[config.mk]
export PLATFORM = sky130hd
export DESIGN_NAME = priority_request_capture_flat
export DESIGN_NICKNAME = d
export VERILOG_FILES = /design/src/rtl/priority_request_capture_pkg.sv /design/src/rtl/priority_request_capture_if.sv /design/src/rtl/priority_request_capture_debounce_channel.sv /design/src/rtl/priority_request_capture.sv /design/src/flat_wrapper.sv
export SDC_FILE = /design/constraint.sdc
export NUM_CORES = 1
export LEC_CHECK = 0
export CELL_PAD_IN_SITES_DETAIL_PLACEMENT = 0
export CELL_PAD_IN_SITES_GLOBAL_PLACEMENT = 2
export CORE_MARGIN = 4
export CORE_UTILIZATION = 35
export CTS_CLUSTER_DIAMETER = 120
export DETAILED_ROUTE_END_ITERATION = 6
export GPL_TIMING_DRIVEN = 0
export PLACE_DENSITY = 0.91
export REMOVE_ABC_BUFFERS = 1
export SETUP_SLACK_MARGIN = 0.15
export SLEW_MARGIN = 20
export SYNTH_ARGS = -nofsm -noshare
export SYNTH_HDL_FRONTEND = slang
export SYNTH_SLANG_ARGS = --single-unit
[constraint.sdc]
create_clock -name clk -period 2.9 [get_ports clk]
set_clock_uncertainty 0.2 [all_clocks]
set_input_delay 0.58 -clock clk [delete_from_list [all_inputs] [get_ports clk]]
set_output_delay 0.58 -clock clk [all_outputs]
set_load 0.01 [all_outputs]
[src/rtl/priority_request_capture_pkg.sv]
// Shared constants, width helper and channel index type for the request
// capture stage and the priority encoder that consumes its pending bits.
package priority_request_capture_pkg;

    localparam int DEFAULT_WIDTH           = 8;
    localparam int DEFAULT_SYNC_STAGES     = 2;
    localparam int DEFAULT_DEBOUNCE_CYCLES = 4;

    // Bits needed to hold 0..n-1; never less than one so n == 1 still has a field.
    function automatic int idx_width(input int n);
        return (n > 1) ? $clog2(n) : 1;
    endfunction

    typedef logic [idx_width(DEFAULT_WIDTH)-1:0] chan_idx_t;

endpackage

[src/rtl/priority_request_capture_if.sv]
// Request/ack/status bundle between the request capture stage and its user.
interface priority_request_capture_if
    import priority_request_capture_pkg::*;
#(
    parameter int WIDTH = DEFAULT_WIDTH
) ();

    localparam int IW = idx_width(WIDTH);

    logic [WIDTH-1:0] req_in;
    logic             ack_valid;
    logic [IW-1:0]    ack_idx;
    logic             clear_all;
    logic [WIDTH-1:0] pending_o;
    logic             any_o;
    logic [WIDTH-1:0] stable_o;
    logic             new_o;
    logic [WIDTH-1:0] overrun_o;

    modport master (
        output req_in, ack_valid, ack_idx, clear_all,
        input  pending_o, any_o, stable_o, new_o, overrun_o
    );

    modport slave (
        input  req_in, ack_valid, ack_idx, clear_all,
        output pending_o, any_o, stable_o, new_o, overrun_o
    );

endinterface

[src/rtl/priority_request_capture_debounce_channel.sv]
// One request line: synchronizer chain, debounce counter, stable level and
// a rise strobe that is valid on the same edge the stable level goes high.
module priority_request_capture_debounce_channel
    import priority_request_capture_pkg::*;
#(
    parameter int SYNC_STAGES     = DEFAULT_SYNC_STAGES,
    parameter int DEBOUNCE_CYCLES = DEFAULT_DEBOUNCE_CYCLES
) (
    input  logic clk,
    input  logic rst,
    input  logic raw,
    output logic stable,
    output logic rise
);

    localparam int CW = idx_width(DEBOUNCE_CYCLES);
    localparam logic [CW-1:0] LAST = CW'(DEBOUNCE_CYCLES - 1);

    logic [SYNC_STAGES-1:0] sync_chain;
    logic [CW-1:0]          count;
    logic                   sync_level;
    logic                   accept;

    assign sync_level = sync_chain[SYNC_STAGES-1];
    assign accept     = (sync_level != stable) && (count == LAST);
    // Combinational so the top can capture the event on the edge stable updates.
    assign rise       = accept && sync_level;

    always_ff @(posedge clk or posedge rst) begin
        if (rst) begin
            sync_chain <= '0;
            count      <= '0;
            stable     <= 1'b0;
        end else begin
            sync_chain <= {sync_chain[SYNC_STAGES-2:0], raw};
            if (sync_level == stable) begin
                count <= '0;
            end else if (count == LAST) begin
                stable <= sync_level;
                count  <= '0;
            end else begin
                count <= count + 1'b1;
            end
        end
    end

endmodule

[src/rtl/priority_request_capture.sv]
// Debounced, sticky request capture feeding the priority encoder; the encoder
// acknowledges the channel it is showing to clear that pending bit.
module priority_request_capture
    import priority_request_capture_pkg::*;
#(
    parameter int WIDTH           = DEFAULT_WIDTH,
    parameter int SYNC_STAGES     = DEFAULT_SYNC_STAGES,
    parameter int DEBOUNCE_CYCLES = DEFAULT_DEBOUNCE_CYCLES
) (
    input logic clk,
    input logic rst,
    priority_request_capture_if.slave bus
);

    localparam int IW = idx_width(WIDTH);

    logic [WIDTH-1:0] stable;
    logic [WIDTH-1:0] rise;
    logic [WIDTH-1:0] clr;
    logic [WIDTH-1:0] pending_q;
    logic [WIDTH-1:0] overrun_q;
    logic [WIDTH-1:0] pending_next;
    logic [WIDTH-1:0] overrun_next;
    logic             any_q;
    logic             new_q;

    for (genvar i = 0; i < WIDTH; i++) begin : g_chan
        priority_request_capture_debounce_channel #(
            .SYNC_STAGES     (SYNC_STAGES),
            .DEBOUNCE_CYCLES (DEBOUNCE_CYCLES)
        ) u_chan (
            .clk    (clk),
            .rst    (rst),
            .raw    (bus.req_in[i]),
            .stable (stable[i]),
            .rise   (rise[i])
        );

        // Out-of-range indices simply never match any channel.
        assign clr[i] = bus.clear_all || (bus.ack_valid && (bus.ack_idx == IW'(i)));
    end

    // A rise beats a same-edge clear so a fresh request is never swallowed.
    always_comb begin
        pending_next = pending_q;
        overrun_next = overrun_q;
        for (int i = 0; i < WIDTH; i++) begin
            if (rise[i]) begin
                pending_next[i] = 1'b1;
                if (pending_q[i] && !clr[i]) begin
                    overrun_next[i] = 1'b1;
                end
            end else if (clr[i]) begin
                pending_next[i] = 1'b0;
                overrun_next[i] = 1'b0;
            end
        end
    end

    always_ff @(posedge clk or posedge rst) begin
        if (rst) begin
            pending_q <= '0;
            overrun_q <= '0;
            any_q     <= 1'b0;
            new_q     <= 1'b0;
        end else begin
            pending_q <= pending_next;
            overrun_q <= overrun_next;
            any_q     <= |pending_next;
            new_q     <= |(pending_next & ~pending_q);
        end
    end

    assign bus.pending_o = pending_q;
    assign bus.overrun_o = overrun_q;
    assign bus.stable_o  = stable;
    assign bus.any_o     = any_q;
    assign bus.new_o     = new_q;

endmodule

[src/flat_wrapper.sv]
// flat-port wrapper written by rule: the top's interface ports become plain ports
module priority_request_capture_flat import priority_request_capture_pkg::*;
#(
    parameter int WIDTH           = DEFAULT_WIDTH,
    parameter int SYNC_STAGES     = DEFAULT_SYNC_STAGES,
    parameter int DEBOUNCE_CYCLES = DEFAULT_DEBOUNCE_CYCLES
)
  (clk, rst, bus_req_in, bus_ack_valid, bus_ack_idx, bus_clear_all, bus_pending_o, bus_any_o, bus_stable_o, bus_new_o, bus_overrun_o);
  priority_request_capture_if #(.WIDTH(WIDTH)) bus_i ();
  input logic clk;
  input logic rst;
  input wire logic [$bits(bus_i.req_in)-1:0] bus_req_in;
  input wire logic [$bits(bus_i.ack_valid)-1:0] bus_ack_valid;
  input wire logic [$bits(bus_i.ack_idx)-1:0] bus_ack_idx;
  input wire logic [$bits(bus_i.clear_all)-1:0] bus_clear_all;
  output wire logic [$bits(bus_i.pending_o)-1:0] bus_pending_o;
  output wire logic [$bits(bus_i.any_o)-1:0] bus_any_o;
  output wire logic [$bits(bus_i.stable_o)-1:0] bus_stable_o;
  output wire logic [$bits(bus_i.new_o)-1:0] bus_new_o;
  output wire logic [$bits(bus_i.overrun_o)-1:0] bus_overrun_o;
  assign bus_i.req_in = bus_req_in;
  assign bus_i.ack_valid = bus_ack_valid;
  assign bus_i.ack_idx = bus_ack_idx;
  assign bus_i.clear_all = bus_clear_all;
  assign bus_pending_o = bus_i.pending_o;
  assign bus_any_o = bus_i.any_o;
  assign bus_stable_o = bus_i.stable_o;
  assign bus_new_o = bus_i.new_o;
  assign bus_overrun_o = bus_i.overrun_o;
  priority_request_capture #(.WIDTH(WIDTH), .SYNC_STAGES(SYNC_STAGES), .DEBOUNCE_CYCLES(DEBOUNCE_CYCLES)) u_core (.clk(clk), .rst(rst), .bus(bus_i));
endmodule
==> flow_summary.ini, run 1 <==
[timing]
final_max_slew_viol_count = 0
slew_headroom = 0.536
grt_setup_unrepaired = no
final-setup-viol-count = 0
period_share = 0.903
period_minus_slack_ns = 2.62
tightest_slew_ns = 0.697
hold_viol = 0
fmax_mhz = 382

[yosys]
yosysTopAreaCell = dfrtp_1
synth-edff-count = 0
synthTopCellsByArea = dfrtp_1 63%, ha_1 4.3%, mux2_2 2.9%
synthCells = 180
synth_ff_type = dfrtp_1
syn_avg_cell_area_sq_um = 12.8
synth_area_sq_um = 2310
yosysMostFrequentCell = dfrtp_1
ys_seq_elements = 58
synth-seq-area-share = 0.628
yosysTopAreaCellShare = 0.628
synth_cell_type_count = 37
yosysWarnings = 0
async_flop_share = 1.00
synth_common_cells = 58 x dfrtp_1, 13 x o21ai_0, 11 x nand2_1

[pwr]
p_comb_frac = 0.251
switching_power_uw = 662
leakage_uw = 0.00132
seqPwrFrac = 0.469
peakVddDrop_mv = 0.379
p_clk_frac = 0.280
internal_power_uw = 1740
power.density_nw_per_um2 = 816
switching_share = 0.276

[worst_setup_path]
cp_slowest_cell = clkdlybuf4s50_1
worst-setup-path-type = in2reg
worstPathCellList = clkdlybuf4s50_1, and4bb_2, o21ai_2, or4_1, or4b_1
crit_required_ns = 2.90
cp-start-kind = input port
worstPathArrival_ns = 2.62
worstPathMaxFanout = 8
crit_path_end_kind = flop
max_stage_delay_ns = 0.64

[placed_design]
gp_congestion = 0.735
dp_hpwl_mm = 2.95
io_buffers = 40
placed_cell_area_sq_um = 2750

[final_layout]
postLayoutCellArea_sq_um = 2940
syn2layout_area_growth_pct = 27.1
final_nets = 245
drive_gt1_frac = 0.119
fin_util = 0.460
diodes = 0

[clock_network]
ctsHtreeMaxLevel = 3
path_clk_slew_ns = 0.06
cts_max_path_buffers = 2
worst_skew_pair.late_latency_ns = 0.33
hold_buffers = 0
numCtsBuffers = 9
cts_num_sinks = 58
cts_tree = done
cts_root_buf = clkbuf_8

[route]
drtAntennaViolNets = 0
finalWirelength_mm = 4.06
first_pass_iters = 4
vias = 1447
viasPerCell = 4.76
wl_per_cell_um = 13.3
drt_iter0_drc = 19
drc = 0

[global_routing]
grt_start_max_net_pins = 59
grt_pass1_vias = 1424
grt_use_total = 0.119
grt-ovfl-total = 0
grt_pass1_wl_mm = 6.84
grt_antenna_before_repair = 0

[outcome]
status = completed

[floorplanning]
start_util = 0.362
io_pins = 41
die_w_um = 89.3
fp.dieH_um = 89.3
dieArea_sq_um = 7970
fp.coreArea_sq_um = 6390
row_count = 29

[flow_run]
drv_cap = 0

[min_path]
worst_hold_path_type = reg2reg
[power by group through the flow]
stage	logic [uW]	registers, uW	clock network [uW]
final	602	1120	671
after global routing	689	1150	741
after CTS	617	1130	703
after detailed placement	615	1140	0
after global placement	599	1130	0
after floorplan	322	1150	0
[what timing repair did]
item | 4_1_cts | 5_1_grt
endpoints found under the setup margin | 0 | 1
buffers inserted | 0 | 0
resized for setup | 0 | 1
[metrics by stage]
| step | std cells | worst slack, ns | total power [uW] | hold WS, ns | TNS (ns) |
|---|---|---|---|---|---|
| after floorplan | 171 | 0.680 | 1470 | 0.131 | 0 |
| after global placement | 288 | -0.330 | 1730 | 0.132 | -19.07 |
| after detailed placement | 288 | -0.0542 | 1760 | 0.135 | -0.0542 |
| after CTS | 304 | 0.305 | 2450 | 0.150 | 0 |
| after global routing | 304 | 0.193 | 2580 | 0.152 | 0 |
| final | 304 | 0.281 | 2400 | 0.145 | 0 |
[final cells by class]
type | instances | area [sq um]
Fill cell | 590 | 3450
Sequential cell | 58 | 1450
Multi-Input combinational cell | 109 | 791
Timing Repair Buffer | 40 | 400
Clock buffer | 14 | 173
Tap cell | 77 | 96.3
Inverter | 4 | 17.5
Clock inverter | 2 | 10.0
[path summary, 6_finish.rpt]
kind	start	slack (ns)	cells after the start	end
worst min-delay path	u_core.g_chan[4].u_chan.sync_chain[0]	0.15	0	u_core.g_chan[4].u_chan.sync_chain[1]
worst min register to register	u_core.g_chan[4].u_chan.sync_chain[0]	0.15	0	u_core.g_chan[4].u_chan.sync_chain[1]
min in group asynchronous	rst	0.50	2	u_core.g_chan[0].u_chan.stable
worst max-delay path	bus_ack_idx[1]	0.28	5	u_core.bus.any_o
max in group asynchronous	rst	1.52	2	u_core.g_chan[6].u_chan.sync_chain[1]
worst max register to register	u_core.g_chan[0].u_chan.count[0]	0.69	5	u_core.bus.any_o
[logic make-up after synthesis]
group                      Yosys count  share of synthesized area
AOI/OAI and AO/OA                   30                     0.0795
xor gates and xnor gates             8                     0.0303
adders and majority gates            8                     0.0433
buffers and inverters               13                     0.0341
DFF                                 58                      0.628
muxes                                6                     0.0292
and+or+nand+nor                     57                      0.156
[placed cells by master, fill, tap and decap left out, drive strengths merged, types with 2 or more instances in the layout]
cell            n
xnor2           6
and2            2
nor3b           2
and4bb          3
nor3            6
nor2            5
a21oi           2
o31ai           2
nand2          11
clkinv          2
dfrtp          58
inv             4
nor2b           6
a41oi           2
ha              8
o22ai           2
mux2            6
xor2            2
nand3b          7
and4b           2
clkbuf         14
or2             2
nand2b          6
o21ai          18
clkdlybuf4s50  40
[flip-flops by register name (all words and copies together), names as in the netlist]
signal,cells
u_core.bus.pending_o,8
u_core.bus.overrun_o,8
u_core.g_chan.u_chan.count,16
u_core.bus.any_o,1
u_core.bus.new_o,1
u_core.g_chan.u_chan.stable,8
u_core.g_chan.u_chan.sync_chain,16
[metal layers]
layer	vias up	global-route usage	share of wire
li1	712	-	-
met1	695	0.146	0.45
met2	31	0.173	0.47
met3	9	0.0590	0.068
met4	0	0.0609	0.020
met5	-	0	0
[critical path: cells and delay by family]
kind / cells / cell delay, ns
compound gates: 1 / 0.07
buf+inv: 1 / 0.64
simple gates: 3 / 1.32
Power figures use the tool's default switching activity.
==> run 2: changes to the inputs <==
--- a/config.mk
+++ b/config.mk
@@ -8,14 +8,13 @@
 export CELL_PAD_IN_SITES_DETAIL_PLACEMENT = 0
 export CELL_PAD_IN_SITES_GLOBAL_PLACEMENT = 2
 export CORE_MARGIN = 4
-export CORE_UTILIZATION = 35
+export CORE_UTILIZATION = 30
 export CTS_CLUSTER_DIAMETER = 120
 export DETAILED_ROUTE_END_ITERATION = 6
 export GPL_TIMING_DRIVEN = 0
-export PLACE_DENSITY = 0.91
+export PLACE_DENSITY = 0.81
 export REMOVE_ABC_BUFFERS = 1
 export SETUP_SLACK_MARGIN = 0.15
-export SLEW_MARGIN = 20
 export SYNTH_ARGS = -nofsm -noshare
 export SYNTH_HDL_FRONTEND = slang
 export SYNTH_SLANG_ARGS = --single-unit
==> run 2 against run 1 <==
Against the previous run: global-route usage down 1.0 points; largest power group unchanged; sequential share of layout area down 0.75 points; combinational power up 2%; fmax down 0.36%; non-clock buffer count up 1; cell count up 6.9%; setup slack worse by 0.0094 ns; critical path depth unchanged; die area up 15%; final area up 1.5%.
==> flow_summary.ini, run 2 (same netlist as run 1, synthesis figures left out) <==
[worst_setup_path]
worstPathCellList = clkdlybuf4s50_1, nor4b_2, o21ai_1, or4_1, or4b_1
crit_path_end_kind = flop
worstPathMaxFanout = 8
cp_slowest_cell = clkdlybuf4s50_1
max_stage_delay_ns = 0.61
cp-start-kind = input port
worst-setup-path-type = in2reg
worstPathArrival_ns = 2.63
crit_required_ns = 2.90

[final_layout]
seqCellArea_sq_um = 1450
final_nets = 246
most-common-layout-cells = 58 x dfrtp_1, 40 x clkdlybuf4s50_1, 13 x o21ai_0
multi_input_area_sq_um = 782
diodes = 0
nFillCells = 729
drive_gt1_frac = 0.124
fin_util = 0.405
final_common_cell = dfrtp_1
syn2layout_area_growth_pct = 29.1
top_regs = u_core.g_chan.u_chan.count: 16 flops, u_core.g_chan.u_chan.sync_chain: 16 flops

[timing]
period_minus_slack_ns = 2.63
final_max_slew_viol_count = 0
final-setup-viol-count = 0
grt_setup_unrepaired = no
fmax_mhz = 380
hold_viol = 0
slew_headroom = 0.690
setup_tns_ns = 0
period_share = 0.906
fin_ws_ns = 0.272
tightest_slew_ns = 0.463

[clock_network]
ctsHtreeMaxLevel = 3
path_clk_slew_ns = 0.07
cts_num_sinks = 58
cts_tree = done
numCtsBuffers = 9
hold_buffers = 0
ctsResizeCount = 0
cts_setup_buffers = 0
cts_max_path_buffers = 2
worst_skew_pair.late_latency_ns = 0.33
cts_root_buf = clkbuf_8

[min_path]
worst_hold_path_type = reg2reg

[floorplanning]
die_w_um = 95.8
dieArea_sq_um = 9180
row_count = 31
fp.dieH_um = 95.8
fp.coreArea_sq_um = 7370
start_util = 0.314
io_pins = 41

[placed_design]
dp_slack_ns = -0.0765
gp_congestion = 0.702
io_buffers = 40
dp_hpwl_mm = 3.16

[route]
viasPerCell = 4.47
vias = 1453
drt_iter0_drc = 35
first_pass_iters = 4
drc = 0
wl_per_cell_um = 13.5
finalWirelength_mm = 4.39
drtAntennaViolNets = 0

[global_routing]
grt_start_max_net_pins = 43
grt_pass1_vias = 1563
grt_antenna_before_repair = 0
grt_use_total = 0.109
grt_pass1_wl_mm = 7.42
grt-ovfl-total = 0

[outcome]
status = completed

[pwr]
leakage_uw = 0.00132
power.density_nw_per_um2 = 826
peakVddDrop_mv = 0.286

[flow_run]
drv_cap = 0
-- run 2: final timing paths --
check                                                      start                                     to  slack, ns  depth (start not counted)
hold / removal             u_core.g_chan[3].u_chan.sync_chain[0]  u_core.g_chan[3].u_chan.sync_chain[1]       0.14                          0
max in group asynchronous                                    rst         u_core.g_chan[2].u_chan.stable       1.60                          3
setup reg to reg                u_core.g_chan[5].u_chan.count[0]                       u_core.bus.any_o       0.69                          5
hold reg to reg            u_core.g_chan[3].u_chan.sync_chain[0]  u_core.g_chan[3].u_chan.sync_chain[1]       0.14                          0
min in group asynchronous                                    rst         u_core.g_chan[7].u_chan.stable       0.35                          2
setup / recovery                                   bus_ack_valid                       u_core.bus.any_o       0.27                          5
-- run 2: per-stage QoR --
step	power, uW	cell area (sq um)	std cells	hold WS, ns
finish	2460	2980	325	0.143
global route	2650	2980	325	0.158
CTS	2510	2980	325	0.150
detailed placement	1760	2790	311	0.136
floorplan	1470	2250	171	0.131
global placement	1740	2770	310	0.132
-- run 2: layer usage --
metal | global-route usage | up-vias | wire length (um)
met5 | 0 | - | 0
met2 | 0.170 | 40 | 1990
met4 | 0.0462 | 0 | 75
met3 | 0.0500 | 9 | 345
met1 | 0.129 | 684 | 1980
li1 | - | 720 | -
-- run 2: critical path: cells and delay by family --
kind / cells / cell delay [ns]
and+or+nand+nor: 3 / 1.30
buffers and inverters: 1 / 0.61
AOI/OAI and AO/OA: 1 / 0.13
-- run 2: report_power, final --
group | switching (uW) | internal [uW]
registers | 127 | 995
logic | 248 | 366
clock network | 298 | 431
-- run 2: layout make-up --
type,instances,share of cell area
well taps,99,0.0415
inverters,4,0.00503
clock inverters,3,0.0134
flip-flops and latches,58,0.486
clock buffers,11,0.0507
repair buffers,41,0.141
multi-input cells,109,0.262
